**src/rtl/ldpc_pkg.sv**
```systemverilog
// Shared types and helpers for the LDPC node datapath.
// LDPC_EXT_SAT_EN selects saturating (defined) or wrapping (undefined) message fitting.
package ldpc_pkg;

    localparam int MSG_W = 8;

    typedef logic signed [MSG_W-1:0] msg_t;

    typedef enum logic [1:0] {
        IDLE = 2'd0,
        ACC  = 2'd1,
        EMIT = 2'd2
    } state_t;

    // Fits a wide signed value into a w-bit signed message; the caller keeps the low w bits.
    function automatic int sat_fit(input int v, input int w);
`ifdef LDPC_EXT_SAT_EN
        int hi;
        int lo;
        hi = (1 <<< (w - 1)) - 1;
        lo = -(1 <<< (w - 1));
        if (v > hi) return hi;
        if (v < lo) return lo;
        return v;
`else
        return (v <<< (32 - w)) >>> (32 - w);
`endif
    endfunction

endpackage

```
**src/rtl/ldpc_msg_buf.sv**
```systemverilog
// Message buffer for one node group: DEPTH x WIDTH register file,
// one synchronous write port and one combinational read port.
module ldpc_msg_buf
    import ldpc_pkg::*;
#(
    parameter int WIDTH = MSG_W,
    parameter int DEPTH = 8,
    parameter int PTR_W = $clog2(DEPTH)
) (
    input  logic                    clk,
    input  logic                    we,
    input  logic [PTR_W-1:0]        waddr,
    input  logic signed [WIDTH-1:0] wdata,
    input  logic [PTR_W-1:0]        raddr,
    output logic signed [WIDTH-1:0] rdata
);

    logic signed [WIDTH-1:0] mem [DEPTH];

    // Storage only; contents are meaningless until written in the current group.
    always_ff @(posedge clk) begin
        if (we) mem[waddr] <= wdata;
    end

    assign rdata = mem[raddr];

endmodule

```
**src/rtl/ldpc_ext_sub.sv**
```systemverilog
// Extrinsic-message distributor: buffers a node's message group, then emits sum minus own
// message per edge in arrival order. LDPC_EXT_SAT_EN enables output saturation.
module ldpc_ext_sub
    import ldpc_pkg::*;
#(
    parameter int WIDTH = MSG_W,
    parameter int DEPTH = 8,
    parameter int PTR_W = $clog2(DEPTH)
) (
    input  logic                    clk,
    input  logic                    xrst,
    input  logic signed [WIDTH-1:0] i_data,
    input  logic                    i_val,
    input  logic                    i_last,
    output logic                    i_ready,
    output logic signed [WIDTH-1:0] o_data,
    output logic                    o_val,
    output logic                    o_last
);

    localparam int SUM_W = WIDTH + PTR_W + 1;
    localparam int CNT_W = PTR_W + 1;

    state_t                  state, state_nx;
    logic [CNT_W-1:0]        count;
    logic [PTR_W-1:0]        idx;
    logic signed [SUM_W-1:0] sum;
    logic signed [WIDTH-1:0] rd_data;
    logic                    accept;
    logic                    full;
    logic                    emit_last;

    function automatic logic signed [WIDTH-1:0] fit(input logic signed [SUM_W-1:0] v);
        return WIDTH'(sat_fit(32'(v), WIDTH));
    endfunction

    assign i_ready   = (state != EMIT);
    assign accept    = i_val && i_ready;
    assign full      = (count == CNT_W'(DEPTH - 1));
    assign emit_last = ({1'b0, idx} == count - CNT_W'(1));

    ldpc_msg_buf #(
        .WIDTH (WIDTH),
        .DEPTH (DEPTH),
        .PTR_W (PTR_W)
    ) u_buf (
        .clk   (clk),
        .we    (accept),
        .waddr (count[PTR_W-1:0]),
        .wdata (i_data),
        .raddr (idx),
        .rdata (rd_data)
    );

    always_ff @(posedge clk or negedge xrst) begin
        if (!xrst) state <= IDLE;
        else       state <= state_nx;
    end

    // The DEPTH-th message closes the group even without i_last.
    always_comb begin
        state_nx = state;
        case (state)
            IDLE:    if (accept) state_nx = i_last ? EMIT : ACC;
            ACC:     if (accept && (i_last || full)) state_nx = EMIT;
            EMIT:    if (emit_last) state_nx = IDLE;
            default: state_nx = IDLE;
        endcase
    end

    always_ff @(posedge clk or negedge xrst) begin
        if (!xrst) begin
            count  <= '0;
            idx    <= '0;
            sum    <= '0;
            o_data <= '0;
            o_val  <= 1'b0;
            o_last <= 1'b0;
        end else if (state == EMIT) begin
            o_data <= fit(sum - SUM_W'(rd_data));
            o_val  <= 1'b1;
            o_last <= emit_last;
            if (emit_last) begin
                count <= '0;
                idx   <= '0;
                sum   <= '0;
            end else begin
                idx <= idx + PTR_W'(1);
            end
        end else begin
            o_val  <= 1'b0;
            o_last <= 1'b0;
            if (accept) begin
                count <= count + CNT_W'(1);
                sum   <= sum + SUM_W'(i_data);
            end
        end
    end

endmodule

```
**config.mk**
```make
export PLATFORM = sky130hd
export DESIGN_NAME = ldpc_ext_sub
export DESIGN_NICKNAME = d
export VERILOG_FILES = /design/src/rtl/ldpc_pkg.sv /design/src/rtl/ldpc_msg_buf.sv /design/src/rtl/ldpc_ext_sub.sv
export SDC_FILE = /design/constraint.sdc
export NUM_CORES = 1
export LEC_CHECK = 0
export ABC_AREA = 1
export BUFFER_PORTS_ARGS = -buffer_cell sky130_fd_sc_hd__buf_2
export CAP_MARGIN = 5
export CORE_MARGIN = 3
export CORE_UTILIZATION = 56
export DETAILED_ROUTE_END_ITERATION = 12
export PLACE_DENSITY = 0.74
export SYNTH_ARGS = -nofsm -noshare
export SYNTH_HDL_FRONTEND = slang
export SYNTH_HIERARCHICAL = 1
export SYNTH_SLANG_ARGS = --single-unit
```
**constraint.sdc**
```tcl
create_clock -name clk -period 2.3 [get_ports clk]
set_clock_uncertainty 0.15 [all_clocks]
set_input_delay 0.115 -clock clk [delete_from_list [all_inputs] [get_ports clk]]
set_output_delay 0.115 -clock clk [all_outputs]
set_load 0.02 [all_outputs]
```
==> summary.md <==
| Metric | Value |
|---|---|
| Synth Instances | `553` |
| DR WL/cell | `15.3 µm` |
| Synthesis-to-layout area growth | `21.4%` |
| 1st-pass router iterations | `5` |
| Critical path depth | `17` |
| Number of global-route vias before repair | `3,650` |
| Peak supply drop | `a little over 700 µV` |
| Initial core utilization | `between 50% and 60%` |
| GR Util All Layers | `about 23%` |
| Largest fanout on the critical path | `5` |
| Met2 WL | `around 5600 µm` |
| Share of layout cells above drive strength 1 | `23.4%` |
| Worst setup margin | `-0.0695 ns` |
| Register area share after synthesis | `around 53%` |
| Fmax | `422 MHz` |
| Root Buffer | `clkbuf_8` |
| # port buffers | `22` |
| # fillers | `about 610` |
| RSZ-0062 raised after global routing | `true` |
| Post-synth EDFFs | `64` |
| Maximum clock path buffer count | `2` |
| Post-layout util | `a little under three quarters` |
| Final HPWL DP | `6950 µm` |
| Max-slew headroom | `58.7%` |
| First-pass GRT wire length | `around 18,000 µm` |
| CP Cell Sequence | `buf_8, clkinv_8, nand2_1, nand3_2, nand2_2, nand2_2, nand2_2, ha_4, fa_2, inv_2, nand3_4, nand2_4, nand3_2, nand2_1, nand2_1, nand3_1, nand2_1` |
| Syn_area_per_cell | `8.78 µm²` |
| Max-Cap Viols | `0` |
| Mapped cell area | `0.00486 mm²` |
| Slew Limit Fails | `0` |
| # diodes | `0` |
| # nets final | `646` |
| Hold Crit Class | `primary input to async pin` |
| Period utilization | `103%` |
| Met3 wire length | `548 µm` |
| Drt via density | `around 5.2` |
| Total CTS buffers | `9` |
| Ys async rst share | `29.7%` |
| Die Area | `0.00982 mm²` |
| WL final | `about 11,000 µm` |
| CP delay by family, top | `simple AND/OR/NAND/NOR gates` |
| Worst r2r path cells | `17` |
| Simple-gate area share of the yosys netlist | `26.1%` |
| WP data required | `2.40 ns` |
| RePlAce Congestion | `0.864` |
| Type of origin of the critical path | `flop` |
| Top Metal Used | `met4` |
| CTS H-tree lvls | `3` |
| WP buf/inv | `3` |
| Kind of critical path | `flop to flop` |
| Slowest library cell on the worst path | `dfrtp_2` |
| Synth Warn # | `6` |
| Library cells used by synthesis | `28` |
| Post-synthesis compound-gate area fraction | `2.45%` |
| Antenna violations before repair | `0` |
| Largest net degree at the start of global routing | `28` |
| Fin crit period | `2.37 ns` |
| CTS tree | `built` |
| DRT antenna net count | `0` |
| Routed vias | `approximately 3.7k` |
| Endpoints failing setup | `5` |
| Core area | `0.00830 mm²` |
| Fin Setup TNS | `-0.185 ns` |
| Data arrival time of the worst path | `2.47 ns` |
| Vert. Die Dim | `99.1 µm` |
| CP Capture Type | `flop` |
| CTS clock-pin slew for the worst setup and hold paths | `0.09 ns` |
| Crit-path max cell delay | `0.46 ns` |
| Worst-margin pin slew | `between 0.6 and 0.7 ns` |
| Syn Nets | `584` |
| # DRC | `0` |
| Failing checks | `setup timing` |
| Multiplexer share of the synthesized area | `0%` |
| Synth Flop Type | `edfxtp_1` |
| Synth Area in Adders | `5.20%` |
| Clock latency on the worst-skew pair | `0.35 ns` |
| Rows | `33` |
| # clock sinks | `91` |
| Pwr Density | `1510 mW/mm²` |
| Synth Area in XOR/XNOR | `1.08%` |
| GRT Residual Overflow | `0` |
| Status | `finished with violations` |
| 1st-iter DRT viols | `231` |
| Static Leak | `2.90 nW` |
| Met1 WL | `4720 µm` |
| Final hold vios | `0` |
| Crit-path most repeated cell | `nand2_1` |
| Die width | `99.1 µm` |
| I/O pins | `23` |
| Synth Register Bits | `91` |
| Largest family of logic cells by synthesized area | `simple AND/OR/NAND/NOR gates` |
-- cells by family after synthesis --
kind of cell,Yosys count
flip-flops,91
AO/OA/AOI/OAI,22
XOR/XNOR,6
buffers and inverters,127
adder cells (fa/ha/maj),19
AND/OR/NAND/NOR,288
-- layer usage --
metal  global-route usage, %  vias to the layer above
li1                        -                     1852
met1                    29.3                     1758
met2                    39.2                      111
met3                    4.70                       21
met4                    8.19                        0
met5                       0                        -
-- synthesized netlist by cell type (2+ instances only) --
cell / number / area share [%]
a21oi_1: 10 / 1.0
buf_2: 4 / 0.41
buf_4: 5 / 0.77
buf_6: 8 / 1.9
dfrtp_1: 27 / 14
edfxtp_1: 64 / 40
fa_1: 2 / 0.82
ha_1: 17 / 4.4
inv_1: 105 / 8.1
inv_2: 3 / 0.23
inv_4: 2 / 0.26
nand2_1: 183 / 14
nand2_2: 10 / 1.3
nand3_1: 59 / 6.1
nand3_2: 10 / 2.1
nand4_1: 2 / 0.26
nor2_1: 18 / 1.4
nor2_2: 3 / 0.39
o21ai_0: 8 / 0.82
xnor2_1: 2 / 0.36
xor2_1: 4 / 0.72
-- worst paths after layout --
check	startpoint	slack [ns]	endpoint
max	idx[0]	-0.07	o_data[6]
min	xrst	0.19	o_data[7]
max reg2reg	idx[0]	-0.07	o_data[6]
min reg2reg	state[1]	0.33	state[0]
max in group asynchronous	xrst	1.36	idx[0]
min in group clk	state[1]	0.33	state[0]
-- state kept, by name, summed over array words and instances, names as in the netlist --
register   cells
u_buf/mem     64
o_data         8
sum            8
count          4
idx            3
state          2
o_last         1
o_val          1
-- power by group --
group	internal, W	total [W]	switching [W]
registers	0.00212	0.00239	0.000276
logic	0.00227	0.00534	0.00306
clock network	0.000610	0.00115	0.000538
-- stage by stage --
stage / hold WS (ns) / area (µm²) / total power (W) / setup WS [ns] / std cells
after detailed placement: 0.0183 / 5140 / 0.00624 / -0.117 / 685
after global routing: 0.242 / 5890 / 0.00952 / -0.157 / 725
after CTS: 0.170 / 5650 / 0.00791 / 0.000555 / 720
final: 0.195 / 5890 / 0.00888 / -0.0695 / 725
after floorplan: -0.331 / 4860 / 0.00526 / 0.0295 / 553
after global placement: 0.0171 / 5140 / 0.00608 / -0.00140 / 685
-- final cells by class --
class | count | area, µm² | share of cell area, %
Timing Repair inverter | 2 | 22.5 | 0.382
Clock inverter | 5 | 77.6 | 1.32
Multi-Input combinational cell | 335 | 1940 | 32.9
Sequential cell | 91 | 2600 | 44.1
Inverter | 110 | 428 | 7.26
Clock buffer | 11 | 131 | 2.23
Timing Repair Buffer | 66 | 568 | 9.64
Tap cell | 105 | 131 | 2.23
-- layout by cell type (no fill, tap or decap), types with 2 or more instances in the layout --
master and instances:
bufinv_16 2, clkbuf_8 9, inv_2 10, nor2_4 2, a21oi_1 8, ha_1 10
nor2_2 5, buf_4 22, dfrtp_1 26, buf_6 6, inv_4 2, nand3_1 52
o21ai_0 6, clkinv_8 2, inv_1 98, nand2_4 5, dlygate4sd3_1 11, clkinv_2 2
clkbuf_1 2, nand2_1 168, edfxtp_1 64, xnor2_1 2, nand3_4 2, nand2_2 20
buf_2 22, xor2_1 4, nor2_1 15, nand3_2 15, nand4_1 2, ha_4 7
buf_12 2
-- repair_timing --
item	in CTS	in global routing
hold endpoints to repair	93	0
setup buffers	4	5
gates cloned	4	0
endpoints found under the setup margin	5	18
pin swaps	2	31
hold buffers	11	0
resized for setup	18	55
Note: power is estimated with default switching activity, not from simulation.
